`src/rtl/timer_pkg.sv`:
```
// Shared types for the MM:SS countdown timer.
// State encoding, BCD digit type and the saturating BCD decrement.
package timer_pkg;

    typedef enum logic [1:0] {
        ST_IDLE,
        ST_RUN,
        ST_PAUSED,
        ST_EXPIRED
    } state_t;

    typedef logic [3:0] bcd_t;

    localparam bcd_t SEC_TENS_MAX = 4'd5;
    localparam bcd_t DIGIT_MAX    = 4'd9;

    typedef struct packed {
        bcd_t min_tens;
        bcd_t min_ones;
        bcd_t sec_tens;
        bcd_t sec_ones;
    } mmss_t;

    // One-second decrement; 00:00 stays 00:00.
    function automatic mmss_t mmss_dec(input mmss_t v);
        mmss_t r;
        r = v;
        if (v != '0) begin
            if (v.sec_ones != 4'd0) begin
                r.sec_ones = v.sec_ones - 4'd1;
            end else begin
                r.sec_ones = DIGIT_MAX;
                if (v.sec_tens != 4'd0) begin
                    r.sec_tens = v.sec_tens - 4'd1;
                end else begin
                    r.sec_tens = SEC_TENS_MAX;
                    if (v.min_ones != 4'd0) begin
                        r.min_ones = v.min_ones - 4'd1;
                    end else begin
                        r.min_ones = DIGIT_MAX;
                        r.min_tens = v.min_tens - 4'd1;
                    end
                end
            end
        end
        return r;
    endfunction

endpackage

```
`src/rtl/tick_edge_sync.sv`:
```
// Synchronises the 1 Hz square wave into the system clock domain
// and emits a one-cycle pulse on each rising edge.
module tick_edge_sync (
    input  logic CLK100M,
    input  logic RST_N,
    input  logic TICK_CLK,
    output logic tick
);

    // bit 0 = s1, bit 1 = s2, bit 2 = s3
    logic [2:0] sync_q;
    logic [2:0] sync_d;

    always_comb begin
        sync_d = {sync_q[1:0], TICK_CLK};
    end

    always_ff @(posedge CLK100M or negedge RST_N) begin
        if (!RST_N) begin
            sync_q <= 3'b000;
        end else begin
            sync_q <= sync_d;
        end
    end

    assign tick = sync_q[1] & ~sync_q[2];

endmodule

```
`src/rtl/countdown_timer.sv`:
```
// Game countdown timer: BCD MM:SS down-counter with start/pause/clear
// control, driven by synchronised 1 Hz ticks.
module countdown_timer
    import timer_pkg::*;
#(
    parameter int unsigned START_MIN = 1,
    parameter int unsigned START_SEC = 0
) (
    input  logic       CLK100M,
    input  logic       RST_N,
    input  logic       TICK_CLK,
    input  logic       START,
    input  logic       PAUSE,
    input  logic       CLEAR,
    output logic [3:0] MIN_TENS,
    output logic [3:0] MIN_ONES,
    output logic [3:0] SEC_TENS,
    output logic [3:0] SEC_ONES,
    output logic       RUNNING,
    output logic       EXPIRED,
    output logic       EXPIRE_PULSE
);

    if (START_MIN > 99 || START_SEC > 59) begin : g_bad_start
        $error("countdown_timer: START_MIN/START_SEC out of range");
    end

    localparam mmss_t LOAD = {
        bcd_t'(START_MIN / 10), bcd_t'(START_MIN % 10),
        bcd_t'(START_SEC / 10), bcd_t'(START_SEC % 10)
    };
    localparam logic  LOAD_ZERO = (START_MIN == 0) && (START_SEC == 0);
    localparam mmss_t ONE_SEC   = 16'h0001;

    logic   tick;
    state_t state_q, state_d;
    mmss_t  cnt_q, cnt_d;
    logic   pulse_q, pulse_d;
    logic   running_q, running_d;
    logic   expired_q, expired_d;

    tick_edge_sync u_tick_sync (
        .CLK100M  (CLK100M),
        .RST_N    (RST_N),
        .TICK_CLK (TICK_CLK),
        .tick     (tick)
    );

    always_comb begin
        state_d = state_q;
        cnt_d   = cnt_q;
        pulse_d = 1'b0;
        if (CLEAR) begin
            state_d = ST_IDLE;
            cnt_d   = LOAD;
        end else begin
            unique case (state_q)
                ST_IDLE: begin
                    if (START) begin
                        if (cnt_q == '0) begin
                            state_d = ST_EXPIRED;
                            pulse_d = 1'b1;
                        end else begin
                            state_d = ST_RUN;
                        end
                    end
                end
                ST_RUN: begin
                    // Reaching 00:00 beats a coincident PAUSE.
                    if (tick) begin
                        cnt_d = mmss_dec(cnt_q);
                        if (cnt_q == ONE_SEC) begin
                            state_d = ST_EXPIRED;
                            pulse_d = 1'b1;
                        end else if (PAUSE) begin
                            state_d = ST_PAUSED;
                        end
                    end else if (PAUSE) begin
                        state_d = ST_PAUSED;
                    end
                end
                ST_PAUSED: begin
                    if (PAUSE) begin
                        state_d = ST_RUN;
                    end
                end
                ST_EXPIRED: begin
                    // A zero start value re-expires at once.
                    if (START) begin
                        cnt_d = LOAD;
                        if (LOAD_ZERO) begin
                            pulse_d = 1'b1;
                        end else begin
                            state_d = ST_RUN;
                        end
                    end
                end
                default: begin
                    state_d = ST_IDLE;
                end
            endcase
        end
        running_d = (state_d == ST_RUN);
        expired_d = (state_d == ST_EXPIRED);
    end

    always_ff @(posedge CLK100M or negedge RST_N) begin
        if (!RST_N) begin
            state_q   <= ST_IDLE;
            cnt_q     <= LOAD;
            pulse_q   <= 1'b0;
            running_q <= 1'b0;
            expired_q <= 1'b0;
        end else begin
            state_q   <= state_d;
            cnt_q     <= cnt_d;
            pulse_q   <= pulse_d;
            running_q <= running_d;
            expired_q <= expired_d;
        end
    end

    assign MIN_TENS     = cnt_q.min_tens;
    assign MIN_ONES     = cnt_q.min_ones;
    assign SEC_TENS     = cnt_q.sec_tens;
    assign SEC_ONES     = cnt_q.sec_ones;
    assign RUNNING      = running_q;
    assign EXPIRED      = expired_q;
    assign EXPIRE_PULSE = pulse_q;

endmodule

```
`config.mk`:
```
export PLATFORM = sky130hd
export DESIGN_NAME = countdown_timer
export DESIGN_NICKNAME = d
export VERILOG_FILES = /design/src/rtl/timer_pkg.sv /design/src/rtl/tick_edge_sync.sv /design/src/rtl/countdown_timer.sv
export SDC_FILE = /design/constraint.sdc
export NUM_CORES = 1
export LEC_CHECK = 0
export CORE_MARGIN = 2
export CORE_UTILIZATION = 46
export DETAILED_ROUTE_END_ITERATION = 8
export PLACE_DENSITY_LB_ADDON = 0.2
export REMOVE_ABC_BUFFERS = 1
export SETUP_SLACK_MARGIN = 0.15
export SLEW_MARGIN = 30
export SYNTH_ARGS = -nofsm -noshare
export SYNTH_HDL_FRONTEND = slang
export SYNTH_HIERARCHICAL = 1
export SYNTH_SLANG_ARGS = --single-unit
```
`constraint.sdc`:
```
create_clock -name CLK100M -period 2.2 [get_ports CLK100M]
set_input_delay 0.66 -clock CLK100M [delete_from_list [all_inputs] [get_ports CLK100M]]
set_output_delay 0.66 -clock CLK100M [all_outputs]
set_load 0.005 [all_outputs]
```
==> results_dict.tcl <==
set metrics [dict create \
    run_status "finished, violations left" \
    failed_checks "DRC" \
    post_cts_hold_buffer_count 0 \
    ff2ff_setup_slack_ps 130 \
    critPathCaptureType "primary output" \
    leakage_nw 0.880 \
    insertion_delay_ps 320 \
    cts_htree_levels 1 \
    chipWidth_um 58.9 \
    fin_crit_ps 2090 \
    timing.hold.worst_path_depth 0 \
    max_slew_margin 0.715 \
    gp_congestion 0.878 \
    r2r-start "MIN_ONES[0]" \
    layout.area.seq_um2 606 \
    number_of_top_level_pins 25 \
    first_global_vias 1291 \
    cts-root-to-sink-buffers 2 \
    worst_setup_hold_path_clk_slew_ps 130 \
    drt-total-wl_mm 3.37 \
    min_period_over_period 0.952 \
    power.switching_fraction 0.362 \
    place.port_buffers 24 \
    mostFrequentLayoutCell "sky130_fd_sc_hd__buf_4" \
    cts_inserted_buffers 3 \
    initial_utilization 0.494 \
    detail_route.vias_per_cell 5.70 \
    ys_seq_area_frac 0.434 \
    number_of_antenna_violations_at_the_first_check_in_global_routing 0 \
    switchingPower_w 0.000732 \
    finalHoldViolCount 0 \
    drv_slew 0 \
    multi_input_area_um2 783 \
    design_power_total_w 0.00202 \
    grt_setup_unrepaired "yes" \
    synth_enable_flop_cells 0 \
    worstHoldEndpoint "u_tick_sync/sync_q[1]" \
    report.final.setup_viol 0 \
    layout.nets 214 \
    cp.arrival_ps 1430 \
    syn_inst 148 \
    first_pass_grt_wire_length_mm 5.57 \
    critical_path_required_ps 1540 \
    vertical_die_dimension_um 58.9 \
    final.hold.worst_slack_ps 362 \
    clkPwrFrac 0.118 \
    drv_cap 0 \
    ys.warnings.count 6 \
    post-dp-hpwl_mm 2.38 \
    num_antenna_cells 0 \
    filler_cell_count 228 \
    synth_flop_cell "sky130_fd_sc_hd__dfrtp_1" \
    worst_pin_slew_ps 424 \
    p_seq_frac 0.341 \
    reg2reg_to "MIN_ONES[1]" \
    intPower_w 0.00129 \
    design.die.area_mm2 0.00347 \
    avgSynthCellArea_um2 9.37 \
    power.density_mw_per_mm2 1020 \
    tritoncts "built" \
    worst_r2r_path_depth 8 \
    rows 19 \
    grt_usage 0.210 \
    combPwrFrac 0.541 \
    area.growth.synth_to_final_pct 42.9 \
    fin_worst_skew_ps 6.50 \
    hold_path_class "reg -> reg" \
    netlist_area_mm2 0.00139 \
    clockRootBuffer "sky130_fd_sc_hd__clkbuf_4" \
    final_layout_size_suffix_gt1_frac 0.292 \
    cp_max_fo 4 \
    route.detailed.wl_per_inst_um 14.5 \
    remaining_drc_errors 3 \
    unique_masters_post_synth 42 \
    worst_min_delay_path_startpoint "u_tick_sync/sync_q[0]" \
    share_of_flip_flops_with_an_asynchronous_set_or_reset_after_synthesis 1.00 \
    grt_max_degree 25 \
    path_common_cell "sky130_fd_sc_hd__buf_4" \
    timing.critical_path.slowest_cell_delay_ps 440 \
    route.antenna.remaining_nets 0 \
    mostFrequentLayoutCells "30 x sky130_fd_sc_hd__buf_4, 23 x sky130_fd_sc_hd__clkdlybuf4s50_1, 20 x sky130_fd_sc_hd__dfrtp_1" \
    critical_path.startpoint_type "flip-flop" \
    detailroute.via_count 1329 \
    final_cells 233 \
    maxClockFrequency_mhz 478 \
    irDropWorstVdd_uv 542 \
    first_pass_iteration_count_of_the_detailed_router 6 \
    critical_path_cell_by_cell "buf_4, buf_4, clkdlybuf4s50_1" \
    placeableCoreArea_mm2 0.00281 \
    critical_path_class "reg -> out" \
    cts.sinks 24 \
    initialDrtViolationCount 45 \
    flip_flop_and_latch_count_after_synthesis 24 \
    critical_path.slowest_cell "sky130_fd_sc_hd__clkdlybuf4s50_1" \
    globalRouteOverflowTotal 0 \
    placed_cells_incl_taps 220 \
]
==> layout make-up <==
cell class              count  share of cell area
clock buffers               4              0.0183
well taps                  31              0.0196
flip-flops and latches     24               0.306
inverters                  11              0.0208
repair buffers             55               0.240
multi-input cells         108               0.395
==> timing repair <==
item                       4_1_cts  5_1_grt
setup buffers                    4        5
gates resized for setup         11       10
setup endpoints to repair       15       20
pin swaps                        2        1
==> registers in the layout (all words and copies together), names as in the netlist <==
name and count:
EXPIRED 1, state_q 2, SEC_ONES 4, u_tick_sync/sync_q 3, MIN_TENS 4, RUNNING 1, SEC_TENS 4, EXPIRE_PULSE 1
MIN_ONES 4
==> power by group through the flow <==
stage               Combinational [W]  Sequential [W]  Clock, W
global placement             0.000910        0.000666         0
floorplan                    0.000453        0.000682         0
finish                        0.00109        0.000689  0.000237
global route                  0.00121        0.000705  0.000252
detailed placement           0.000932        0.000675         0
CTS                           0.00101        0.000677  0.000239
==> critical path, delay by kind of cell (launching register included) <==
kind	cells	cell delay, ps
buf+inv	3	710
flops	1	410
==> metal layers <==
metal | GRT usage | up-vias | share of wire
li1 | - | 649 | -
met1 | 0.264 | 642 | 0.46
met2 | 0.370 | 34 | 0.50
met3 | 0.0308 | 4 | 0.034
met4 | 0.0682 | 0 | 0.012
met5 | 0 | - | 0
==> through the flow <==
step / utilization / cell area [um2] / setup TNS (ps) / setup WS (ps)
CTS: 0.683 / 1920 / 0 / 78.0
floorplan: - / 1370 / 0 / 5.53
finish: 0.706 / 1980 / 0 / 106
detailed placement: 0.645 / 1810 / -142 / -109
global placement: 0.645 / 1810 / -33.9 / -33.9
global route: 0.706 / 1980 / 0 / 9.60
==> cell usage after synthesis (2+ instances only) <==
cell type                   n  area, um2
sky130_fd_sc_hd__a21o_1     3       22.5
sky130_fd_sc_hd__a21oi_1    9       45.0
sky130_fd_sc_hd__a31oi_1    3       18.8
sky130_fd_sc_hd__clkbuf_1   4       15.0
sky130_fd_sc_hd__dfrtp_1   23        576
sky130_fd_sc_hd__ha_1       5       62.6
sky130_fd_sc_hd__inv_1     11       41.3
sky130_fd_sc_hd__mux2i_1    2       20.0
sky130_fd_sc_hd__nand2_1    8       30.0
sky130_fd_sc_hd__nand3_1    5       25.0
sky130_fd_sc_hd__nand3b_1   2       15.0
sky130_fd_sc_hd__nor2_1    13       48.8
sky130_fd_sc_hd__nor2b_1    4       25.0
sky130_fd_sc_hd__nor3_1     5       25.0
sky130_fd_sc_hd__nor3b_2    4       50.1
sky130_fd_sc_hd__nor4_1     5       31.3
sky130_fd_sc_hd__o21ai_0    9       45.0
sky130_fd_sc_hd__o21ai_1    4       20.0
sky130_fd_sc_hd__o31ai_1    4       30.0
sky130_fd_sc_hd__or2_2      2       12.5
sky130_fd_sc_hd__or3_1      2       12.5
==> worst max path at each step <==
stage / from / to / depth (start not counted)
6_report: SEC_TENS[1] / SEC_TENS[1] / 3
5_1_grt: SEC_TENS[1] / MIN_ONES[1] / 7
4_1_cts: MIN_TENS[1] / SEC_TENS[1] / 7
3_5_place_dp: MIN_ONES[1] / SEC_TENS[1] / 7
3_3_place_gp: CLEAR / SEC_TENS[1] / 6
2_1_floorplan: MIN_ONES[1] / MIN_TENS[3] / 7
==> kinds of logic (layout without fill, tap and decap cells) <==
| logic type | Yosys count | after routing | synth area share |
|---|---|---|---|
| muxes | 3 | 3 | 0.0226 |
| buffers and inverters | 16 | 70 | 0.0442 |
| adders and majority gates | 5 | 5 | 0.0451 |
| AOI/OAI and AO/OA | 41 | 41 | 0.201 |
| DFF | 24 | 24 | 0.434 |
| and+or+nand+nor | 59 | 59 | 0.253 |
(Power assumes the default switching activity.)
